`src/rtl/axis_width_downsizer.sv`:
```
// AXI-Stream width down-converter: splits each wide input word into R narrow
// output beats from a single holding register, with zero-bubble reload.
module axis_width_downsizer #(
  parameter int unsigned P_IN_WIDTH  = 16,
  parameter int unsigned P_OUT_WIDTH = 8,
  parameter bit          P_MSB_FIRST = 1'b0
) (
  input  logic                   clk,
  input  logic                   rst,
  input  logic                   S_AXIS_T_VALID,
  output logic                   S_AXIS_T_READY,
  input  logic [P_IN_WIDTH-1:0]  S_AXIS_T_DATA,
  input  logic                   S_AXIS_T_LAST,
  output logic                   M_AXIS_T_VALID,
  input  logic                   M_AXIS_T_READY,
  output logic [P_OUT_WIDTH-1:0] M_AXIS_T_DATA,
  output logic                   M_AXIS_T_LAST,
  output logic                   busy
);

  localparam int unsigned R     = P_IN_WIDTH / P_OUT_WIDTH;
  localparam int unsigned CNT_W = (R > 1) ? $clog2(R) : 1;
  localparam logic [CNT_W-1:0] LAST_IDX = CNT_W'(R - 1);

  logic                   ready_en_q;
  logic                   hold_valid_q, hold_valid_d;
  logic                   hold_last_q,  hold_last_d;
  logic [P_IN_WIDTH-1:0]  hold_data_q,  hold_data_d;
  logic [CNT_W-1:0]       cnt_q,        cnt_d;
  logic [P_OUT_WIDTH-1:0] m_data_q,     m_data_d;
  logic                   m_last_q,     m_last_d;

  logic in_acc_c;
  logic out_acc_c;
  logic last_slice_c;

  // Slice k of a word, honouring the emission order.
  function automatic logic [P_OUT_WIDTH-1:0] slice_of(input logic [P_IN_WIDTH-1:0] d,
                                                      input logic [CNT_W-1:0]      k);
    int unsigned idx;
    idx = P_MSB_FIRST ? (R - 1 - 32'(k)) : 32'(k);
    return P_OUT_WIDTH'(d >> (idx * P_OUT_WIDTH));
  endfunction

  assign last_slice_c   = (cnt_q == LAST_IDX);
  assign out_acc_c      = hold_valid_q & M_AXIS_T_READY;
  // Combinational from M_AXIS_T_READY so a new word loads as the last slice leaves.
  assign S_AXIS_T_READY = ready_en_q & (~hold_valid_q | (out_acc_c & last_slice_c));
  assign in_acc_c       = S_AXIS_T_VALID & S_AXIS_T_READY;

  assign M_AXIS_T_VALID = hold_valid_q;
  assign M_AXIS_T_DATA  = m_data_q;
  assign M_AXIS_T_LAST  = m_last_q;
  assign busy           = hold_valid_q;

  // Holding register, slice counter and pre-selected output slice.
  always_comb begin
    hold_valid_d = hold_valid_q;
    hold_last_d  = hold_last_q;
    hold_data_d  = hold_data_q;
    cnt_d        = cnt_q;

    if (out_acc_c) begin
      if (last_slice_c) begin
        hold_valid_d = 1'b0;
        cnt_d        = '0;
      end else begin
        cnt_d = cnt_q + 1'b1;
      end
    end

    if (in_acc_c) begin
      hold_valid_d = 1'b1;
      hold_last_d  = S_AXIS_T_LAST;
      hold_data_d  = S_AXIS_T_DATA;
      cnt_d        = '0;
    end

    m_data_d = slice_of(hold_data_d, cnt_d);
    m_last_d = hold_last_d & (cnt_d == LAST_IDX);
  end

  always_ff @(posedge clk or negedge rst) begin
    if (!rst) begin
      ready_en_q   <= 1'b0;
      hold_valid_q <= 1'b0;
      hold_last_q  <= 1'b0;
      hold_data_q  <= '0;
      cnt_q        <= '0;
      m_data_q     <= '0;
      m_last_q     <= 1'b0;
    end else begin
      ready_en_q   <= 1'b1;
      hold_valid_q <= hold_valid_d;
      hold_last_q  <= hold_last_d;
      hold_data_q  <= hold_data_d;
      cnt_q        <= cnt_d;
      m_data_q     <= m_data_d;
      m_last_q     <= m_last_d;
    end
  end

endmodule
```
`config.mk`:
```
export PLATFORM = sky130hd
export DESIGN_NAME = axis_width_downsizer
export DESIGN_NICKNAME = d
export VERILOG_FILES = /design/src/rtl/axis_width_downsizer.sv
export SDC_FILE = /design/constraint.sdc
export NUM_CORES = 1
export LEC_CHECK = 0
export CORE_UTILIZATION = 51
export DETAILED_ROUTE_END_ITERATION = 10
export PLACE_DENSITY = 0.8
export REMOVE_ABC_BUFFERS = 1
export SYNTH_ARGS = -nofsm -noshare
export SYNTH_HDL_FRONTEND = slang
export SYNTH_SLANG_ARGS = --single-unit
```
`constraint.sdc`:
```
create_clock -name clk -period 4.06 [get_ports clk]
set_input_delay 0.609 -clock clk [delete_from_list [all_inputs] [get_ports clk]]
set_output_delay 0.609 -clock clk [all_outputs]
set_load 0.005 [all_outputs]
```
# Word-level counts from Yosys, hierarchy flattened
# Cells that the tools add are included.
[totals] output_inout_bits=12 ff_bits=29 inputBits=21 elab_cells=27
[classes] n_addsub=1 muxes=8 shift=1 reduce_logical=3 n_bitwise=7
[op_table] op="$mux W16" count=1
[op_table] op="$shr A16 B4 Y8" count=1
[op_table] op="$mux W1" count=7
[op_table] op="$and A1 B1 Y1" count=5
[op_table] op="$reduce_bool A2 Y1" count=2
[op_table] op="$reduce_and A2 Y1" count=1
[op_table] op="$add A1 B1 Y1 const B" count=1
[op_table] op="$not A1 Y1" count=1
[op_table] op="$or A1 B1 Y1" count=1

# Depth between registers and ports, before layout
# Gate-level depths: netlist of run 1.
[depth] ltp_word=7 mapped_depth=7 mapped_depth_nobuf=5

# Least setup slack after synthesis of run 1
# OpenSTA, ideal clock, no wires.
[synth_path] path_type="input port to flip-flop" start="in M_AXIS_T_READY" end="reg m_data_q[1] (netlist: M_AXIS_T_DATA[1])" path_buffers=1 path_stages=5 setup_ps=125 required_time_ps=3935 path_slack_ps=2143 arrival_time_ps=1792 path_cell_list="and2_1 -> ha_1 -> clkbuf_2 -> mux2_2 -> mux2_4"
[synth_between] elab_chain_cells=7 word_cells_on_any_way=9 classes_between="shift (1); mux (3); bitwise (5)"
[synth_rtl] item="start: declaration" line_no="15" rtl="input logic M_AXIS_T_READY,"
[synth_rtl] item="$and A1 B1 Y1 (*)" line_no="46" rtl="assign out_acc_c = hold_valid_q & M_AXIS_T_READY;"
[synth_rtl] item="$and A1 B1 Y1" line_no="48" rtl="assign S_AXIS_T_READY = ready_en_q & (~hold_valid_q | (out_acc_c & last_slice_c));"
[synth_rtl] item="$or A1 B1 Y1" line_no="48"
[synth_rtl] item="$and A1 B1 Y1" line_no="48"
[synth_rtl] item="$and A1 B1 Y1" line_no="49" rtl="assign in_acc_c = S_AXIS_T_VALID & S_AXIS_T_READY;"
[synth_rtl] item="$mux W16 / $mux W1 (equally long branches)" line_no="72" rtl="if (in_acc_c) begin"
[synth_rtl] item="$shr A16 B4 Y8 (*)" line_no="42" rtl="return P_OUT_WIDTH'(d >> (idx * P_OUT_WIDTH));"
[synth_rtl] item="via m_data_d[1]" line_no="30" rtl="logic [P_OUT_WIDTH-1:0] m_data_q, m_data_d;"
[synth_rtl] item="end signal: assignment" line_no="98" rtl="m_data_q <= m_data_d;"
[synth_rtl] item="end: declaration" line_no="30"
# The timed path passes the listed nets; every way through them passes the cells marked *.
# A chain may end at the register's enable or synchronous reset.

# Worst setup path after layout of run 1
[layout_path] start="in M_AXIS_T_READY" end="out S_AXIS_T_READY"
[layout_between] elab_chain_cells=4
[layout_rtl] item="$and A1 B1 Y1" line_no="46"
[layout_rtl] item="$and A1 B1 Y1" line_no="48"
[layout_rtl] item="$or A1 B1 Y1" line_no="48"
[layout_rtl] item="$and A1 B1 Y1" line_no="48"
[layout_rtl] item="end: declaration" line_no="11" rtl="output logic S_AXIS_T_READY,"
# Every way passes these cells.

==> results of run 1 <==
==> placed cells by master, fill, tap and decap left out, types with 2 or more instances in the layout <==
cell type        instances
clkdlybuf4s50_1         32
mux2_2                  16
and2_1                   2
dfrtp_1                 29
mux2_4                  17
clkbuf_4                 5
buf_4                    2
==> cell usage after synthesis <==
cell type / number / area, um^2
nand2b_1: 1 / 6.26
nand2_1: 1 / 3.75
and2_1: 2 / 12.5
mux2_4: 17 / 255
mux2_2: 16 / 180
and3_1: 1 / 6.26
clkbuf_2: 1 / 5.00
buf_4: 1 / 7.51
nor2b_1: 1 / 6.26
ha_1: 1 / 12.5
dfrtp_1: 29 / 726
buf_6: 2 / 22.5
conb_1: 1 / 3.75
a21o_1: 1 / 7.51
and3b_1: 1 / 8.76
buf_12: 1 / 20.0
==> layout make-up <==
type / instances / area (um^2) / area share [%]
Timing Repair Buffer: 34 / 335 / 20.3
Tap cell: 28 / 35.0 / 2.12
Multi-Input combinational cell: 43 / 503 / 30.4
Sequential cell: 29 / 726 / 43.9
Clock buffer: 7 / 55.1 / 3.33
==> critical path, stage by stage <==
cell and delay [ns]:
clkdlybuf4s50_1 0.43, and2_1 0.17, ha_1 0.16, nand2b_1 0.14
and2_1 0.15, clkdlybuf4s50_1 0.44
==> worst max path at each step <==
stage / slack [ns] / cells past startpoint / to
6_report: 1.35 / 6 / S_AXIS_T_READY
5_1_grt: 1.29 / 6 / S_AXIS_T_READY
4_1_cts: 1.35 / 6 / S_AXIS_T_READY
3_5_place_dp: 1.35 / 6 / S_AXIS_T_READY
3_3_place_gp: 1.40 / 6 / S_AXIS_T_READY
2_1_floorplan: 1.64 / 5 / M_AXIS_T_DATA[0]$_DFF_PN0_
==> state kept, by name, summed over array words and instances (netlist names) <==
name	count
M_AXIS_T_DATA	8
M_AXIS_T_LAST	1
M_AXIS_T_VALID	1
cnt_q	1
hold_data_q	16
hold_last_q	1
ready_en_q	1
==> layer usage <==
layer,vias to the layer above,wire length [um],GRT usage [%]
li1,335,-,-
met1,358,870,22.2
met2,32,909,26.9
met3,2,183,8.70
met4,0,10,5.26
met5,-,0,0
==> power groups by stage <==
| stage | Combinational, mW | Clock [mW] | Sequential [mW] |
|---|---|---|---|
| 6_report | 0.535 | 0.169 | 0.498 |
| 4_1_cts | 0.541 | 0.177 | 0.499 |
| 3_5_place_dp | 0.540 | 0 | 0.501 |
| 2_1_floorplan | 0.351 | 0 | 0.492 |
| 5_1_grt | 0.578 | 0.193 | 0.515 |
| 3_3_place_gp | 0.523 | 0 | 0.496 |
==> kinds of logic (layout without fill, tap and decap cells) <==
family	Yosys count	after routing	synth area share, %
fa+ha+maj	1	1	0.975
mux	33	33	33.9
flops	29	29	56.5
compound gates	1	1	0.585
other cells	1	1	0.292
buf+inv	5	41	4.29
simple gates	7	7	3.41
==> through the flow <==
step           total power [mW]  area (um^2)  std cells  setup slack (ns)  hold WS [ns]
3_3_place_gp               1.02         1600        134              1.40         0.482
3_5_place_dp               1.04         1600        134              1.35         0.492
6_report                   1.20         1650        141              1.35         0.507
5_1_grt                    1.29         1650        141              1.29         0.532
4_1_cts                    1.22         1650        141              1.35         0.511
2_1_floorplan             0.843         1230         72              1.64         0.313
==> summary.md, run 1 <==
| Metric | Value |
|---|---|
| Overall via count from detail_route | a little over 700 |
| Proportion of power drawn by flip-flops and latches | 41.4% |
| Cell internal power dissipation | approximately 900 uW |
| Number of global-route vias before repair | roughly 740 |
| Clock latency of the later-clocked register in the worst-skew pair | 0.31 ns |
| Maximum number of pins on one net before global-route repair | 29 |
| Clock-pin slew of the registers on the worst-case setup and hold paths | about 0.08 ns |
| Final period utilization | roughly two thirds |
| Final Setup Violations | 0 |
| Total die area | approximately 2700 um^2 |
| Worst setup path start | M_AXIS_T_READY |
| Gate power share | between 40% and 50% |
| Static leakage power | 0.737 nW |
| Initial antenna violation count | 0 |
| Root buf cell | clkbuf_4 |
| I/O Pins | 33 |
| Starting density of the core | between 50% and 60% |
| First-pass GRT wire length | between 3000 and 4000 um |
| Vias per inst | around 5.2 |
| Number of buffers added to fix hold violations after cts | 0 |
| Register-to-register path setup slack | around 2.2 ns |
| Number of diodes added for antenna fixing | 0 |
| Number of placement rows | 17 |
| Min-Delay Path Depth | 1 |
| Aggregate global routing overflow | 0 |
| DRC marker count from the first detailed-route iteration | 10 |
| Arrival time of data at the critical path endpoint | roughly 2.1 ns |
| Max_cap viols | 0 |
| Overall routed net length | roughly 2000 um |
| Iteration count of the initial detailed-routing pass | 4 |
| Crit Path Class | in2out |
| Final min period | ~2.7 ns |
| Crit path required time | ~3.5 ns |
| Syn-to-layout area delta | 28.9% |
| Slew Limit Fails | 0 |
| Total power per unit cell area | 726 nW/um^2 |
| Setup repair after global routing missed its margin | false |
| Hold Path Origin | hold_last_q$_DFF_PN0_ |
| Count of unresolved DRC violations after routing | 0 |
| Worst reg2reg path depth | 4 |
| Average footprint of a synthesized cell | between 15 and 20 um^2 |
| TritonCTS Buffers | 5 |
| Final HPWL DP | 1330 um |
| Clk buf depth | 2 |
| Count of fill cells added during filler insertion | 181 |
| Chip Height | between 50 and 60 um |
| Synth Cell Area | ~1300 um^2 |
| Routed wirelength normalized by instance count | 14.0 um |
| Reg2reg end | M_AXIS_T_DATA[6]$_DFF_PN0_ |
| Share of cells above drive strength 1 | between 30 and 40% |
| Clock share of power | roughly 14% |
| GRT Overall Usage | between 10% and 20% |
| Area inside the core boundary | around 2300 um^2 |
| Post-layout utilization of the core | between 70% and 80% |
| Post-synthesis cell count | between 70 and 80 |
| CTS tree | yes |
| Seq/Total Area, Yosys | 56.5% |
| Worst-case vdd ir drop | around 0.00047 V |
| Number of unique standard cell types used by synthesis | 16 |
| Switching part of the total | between 20% and 30% |
| Total of flip-flops plus latches after synthesis | 29 |
| Hold Fails Final Rpt | 0 |
| Achievable frequency | about 0.37 GHz |
| Worst setup EP type | primary output |
| RD Place Congestion | about 0.64 |
| Critical Path Fanout Max | 2 |
| Count of warnings emitted by yosys | 0 |
| Net count reported at finish | approximately 140 |
| R2R Path Start | M_AXIS_T_VALID$_DFFE_PN0P_ |
| Clock sink count | 29 |
| Net switching power | between 300 and 400 uW |
| Result of the run | complete, no violations |
| Final sum of negative setup slack | 0 ns |
| Resize count post-CTS | 0 |
| Crit path launch type | input port |
| Chip width | 52.2 um |
| Depth of the CTS H-tree | 2 |
| Post-CTS setup repair buffer count | 0 |
| Path type of the worst min-delay path | reg2reg |
| Residual antenna-violating net count after detailed routing | 0 |
| Number of port buffers | 32 |
| Worst Hold Endpoint | hold_last_q$_DFF_PN0_ |
| Post-Route Skew | 0.00615 ns |
Note: power is estimated with default switching activity, not from simulation.
==> run 2: changes to the inputs <==
- CORE_UTILIZATION: 51 -> 43
- PLACE_DENSITY: 0.8 -> 0.72
- clock period: 4.06 -> 2.29 ns (I/O delays scaled with it)
==> run 2 against run 1 <==
Net effect: combinational power up 91%; critical path depth unchanged; highest routed layer unchanged; flip-flop and latch count unchanged; wire length up 6.5%; first-iteration DRC count down 40%; total power up 87%; largest power group unchanged.
==> summary.md, run 2 (synthesis results as in run 1) <==
| Metric | Value |
|---|---|
| Worst setup EP type | primary output |
| Number of flip-flops under the largest register name | 16 |
| Number of global-route vias before repair | ~740 |
| Category of cells accounting for the largest share of critical-path delay | buffers and inverters |
| Syn-to-layout area delta | 32.8% |
| Arrival time of data at the critical path endpoint | roughly 1.8 ns |
| DR top layer | met4 |
| Net count reported at finish | approximately 140 |
| Cell chain of the critical path | clkdlybuf4s50_1 > and2_1 > ha_1 > nand2b_1 > and2_1 > clkdlybuf4s50_1 |
| Depth of the CTS H-tree | 2 |
| Top library cells by usage in the layout, fill and taps aside | clkdlybuf4s50_1 (32), dfrtp_1 (29), mux2_4 (17) |
| Total power per unit cell area | between 1000 and 1500 nW/um^2 |
| Overall routed net length | between 2000 and 2500 um |
| Final Setup Violations | 0 |
| Clk buf depth | 2 |
| Final period utilization | between 90% and 100% |
| Number of placement rows | 19 |
| Setup repair after global routing missed its margin | false |
| Largest register by flop count | hold_data_q |
| Commonest non-fill, non-tap cell in the layout | clkdlybuf4s50_1 |
| GRT Overall Usage | between 10% and 20% |
| Multi-input gate area in the final layout | ~500 um^2 |
| Met2 Routed Length | 979 um |
| Length of routed wiring on met1 | a little over 900 um |
| CTS tree | yes |
| Crit Path Class | in2out |
| Path type of the worst min-delay path | in2async |
| Count of unresolved DRC violations after routing | 0 |
| Total die area | ~3200 um^2 |
| Met3 layer wire length in the routed design | ~150 um |
| Area taken by flip-flops and latches | just over 700 um^2 |
| Clock sink count | 29 |
| Slew Limit Fails | 0 |
| Crit path launch type | input port |
| Iteration count of the initial detailed-routing pass | 3 |
| Final Hold Slack | between 0.4 and 0.5 ns |
| Total power consumption of the routed design | ~2.2 mW |
| Result of the run | complete, no violations |
| Static leakage power | around 0.76 nW |
| TritonCTS Buffers | 5 |
| Clock-pin slew of the registers on the worst-case setup and hold paths | 0.09 ns |
| Number of diodes added for antenna fixing | 0 |
| Post-CTS setup repair buffer count | 0 |
| RD Place Congestion | about 0.63 |
| Residual antenna-violating net count after detailed routing | 0 |
| Worst-case vdd ir drop | approximately 0.0010 V |
| Crit path max-delay cell type | clkdlybuf4s50_1 |
| Number of buffers added to fix hold violations after cts | 0 |
| Number of port buffers | 32 |
| Starting density of the core | 46.2% |
| Overall via count from detail_route | roughly 740 |
| Buffering stage count on the worst path with inverters included | 2 |
| Post-Route Skew | around 0.0052 ns |
| Clock latency of the later-clocked register in the worst-skew pair | about 0.32 ns |
| Resize count post-CTS | 0 |
| Final sum of negative setup slack | 0 ns |
| Vias per inst | between 5 and 6 |
| Final min period | 2.18 ns |
| I/O Pins | 33 |
| Delay of the slowest cell on the worst path | ~0.43 ns |
| Hold Fails Final Rpt | 0 |
| Critical Path Fanout Max | 2 |
| First-pass GRT wire length | roughly 3600 um |
| Count of fill cells added during filler insertion | about 230 |
| Chip width | roughly 57 um |
| Achievable frequency | 0.459 GHz |
| Routed wirelength normalized by instance count | around 14 um |
| Area inside the core boundary | 2780 um^2 |
| Final HPWL DP | between 1000 and 1500 um |
| Root buf cell | clkbuf_4 |
| Chip Height | roughly 57 um |
| Max_cap viols | 0 |
| Crit path required time | between 1.5 and 2 ns |
| DRC marker count from the first detailed-route iteration | 6 |
| Maximum number of pins on one net before global-route repair | 30 |
| Initial antenna violation count | 0 |
| Share of cells above drive strength 1 | a little under two fifths |
| Aggregate global routing overflow | 0 |
## run 2: cell count changes in the layout (fill, tap and decap cells not counted)
| cell | before | now |
|---|---|---|
| clkbuf_8 | 1 | 2 |
| buf_4 | 2 | 1 |
| buf_12 | 0 | 2 |
| clkbuf_1 | 1 | 0 |
| clkinv_2 | 0 | 1 |
## run 2: cell type report
class                      instances  area share [%]
clock buffer                       7            3.82
clock inverter                     1           0.293
timing repair buffer              35            21.6
multi-input combinational         43            29.5
tap                               31            2.27
sequential                        29            42.6
## run 2: worst paths after layout
path                                            start                          to  slack (ns)  cells past startpoint
setup / recovery                       M_AXIS_T_READY              S_AXIS_T_READY        0.11                      6
hold / removal                                    rst  M_AXIS_T_DATA[6]$_DFF_PN0_        0.41                      2
setup reg to reg           M_AXIS_T_VALID$_DFFE_PN0P_  M_AXIS_T_DATA[1]$_DFF_PN0_        0.55                      5
hold reg to reg             hold_data_q[13]$_DFF_PN0_   hold_data_q[13]$_DFF_PN0_        0.51                      1
max in group asynchronous                         rst   hold_data_q[13]$_DFF_PN0_        1.62                      2
min in group clk            hold_data_q[13]$_DFF_PN0_   hold_data_q[13]$_DFF_PN0_        0.51                      1
## run 2: per-layer routing
metal	track usage, %	up-vias
li1	-	335
met2	22.7	27
met5	0	-
met4	6.27	0
met1	19.4	370
met3	7.60	5
## run 2: power breakdown
part	switching, mW	total (mW)	internal, mW
sequential	0.117	0.883	0.766
combinational	0.282	1.02	0.734
clock	0.172	0.350	0.178
total	0.571	2.25	1.68
## run 2: metrics by stage
stage,setup slack (ns),cell area [um^2],cells,utilization (%)
after floorplan,0.0501,1230,72,-
after global placement,0.156,1640,138,58.8
after detailed placement,0.109,1640,138,58.8
after CTS,0.100,1710,146,61.3
after global routing,0.0320,1710,146,61.3
final,0.112,1710,146,61.3
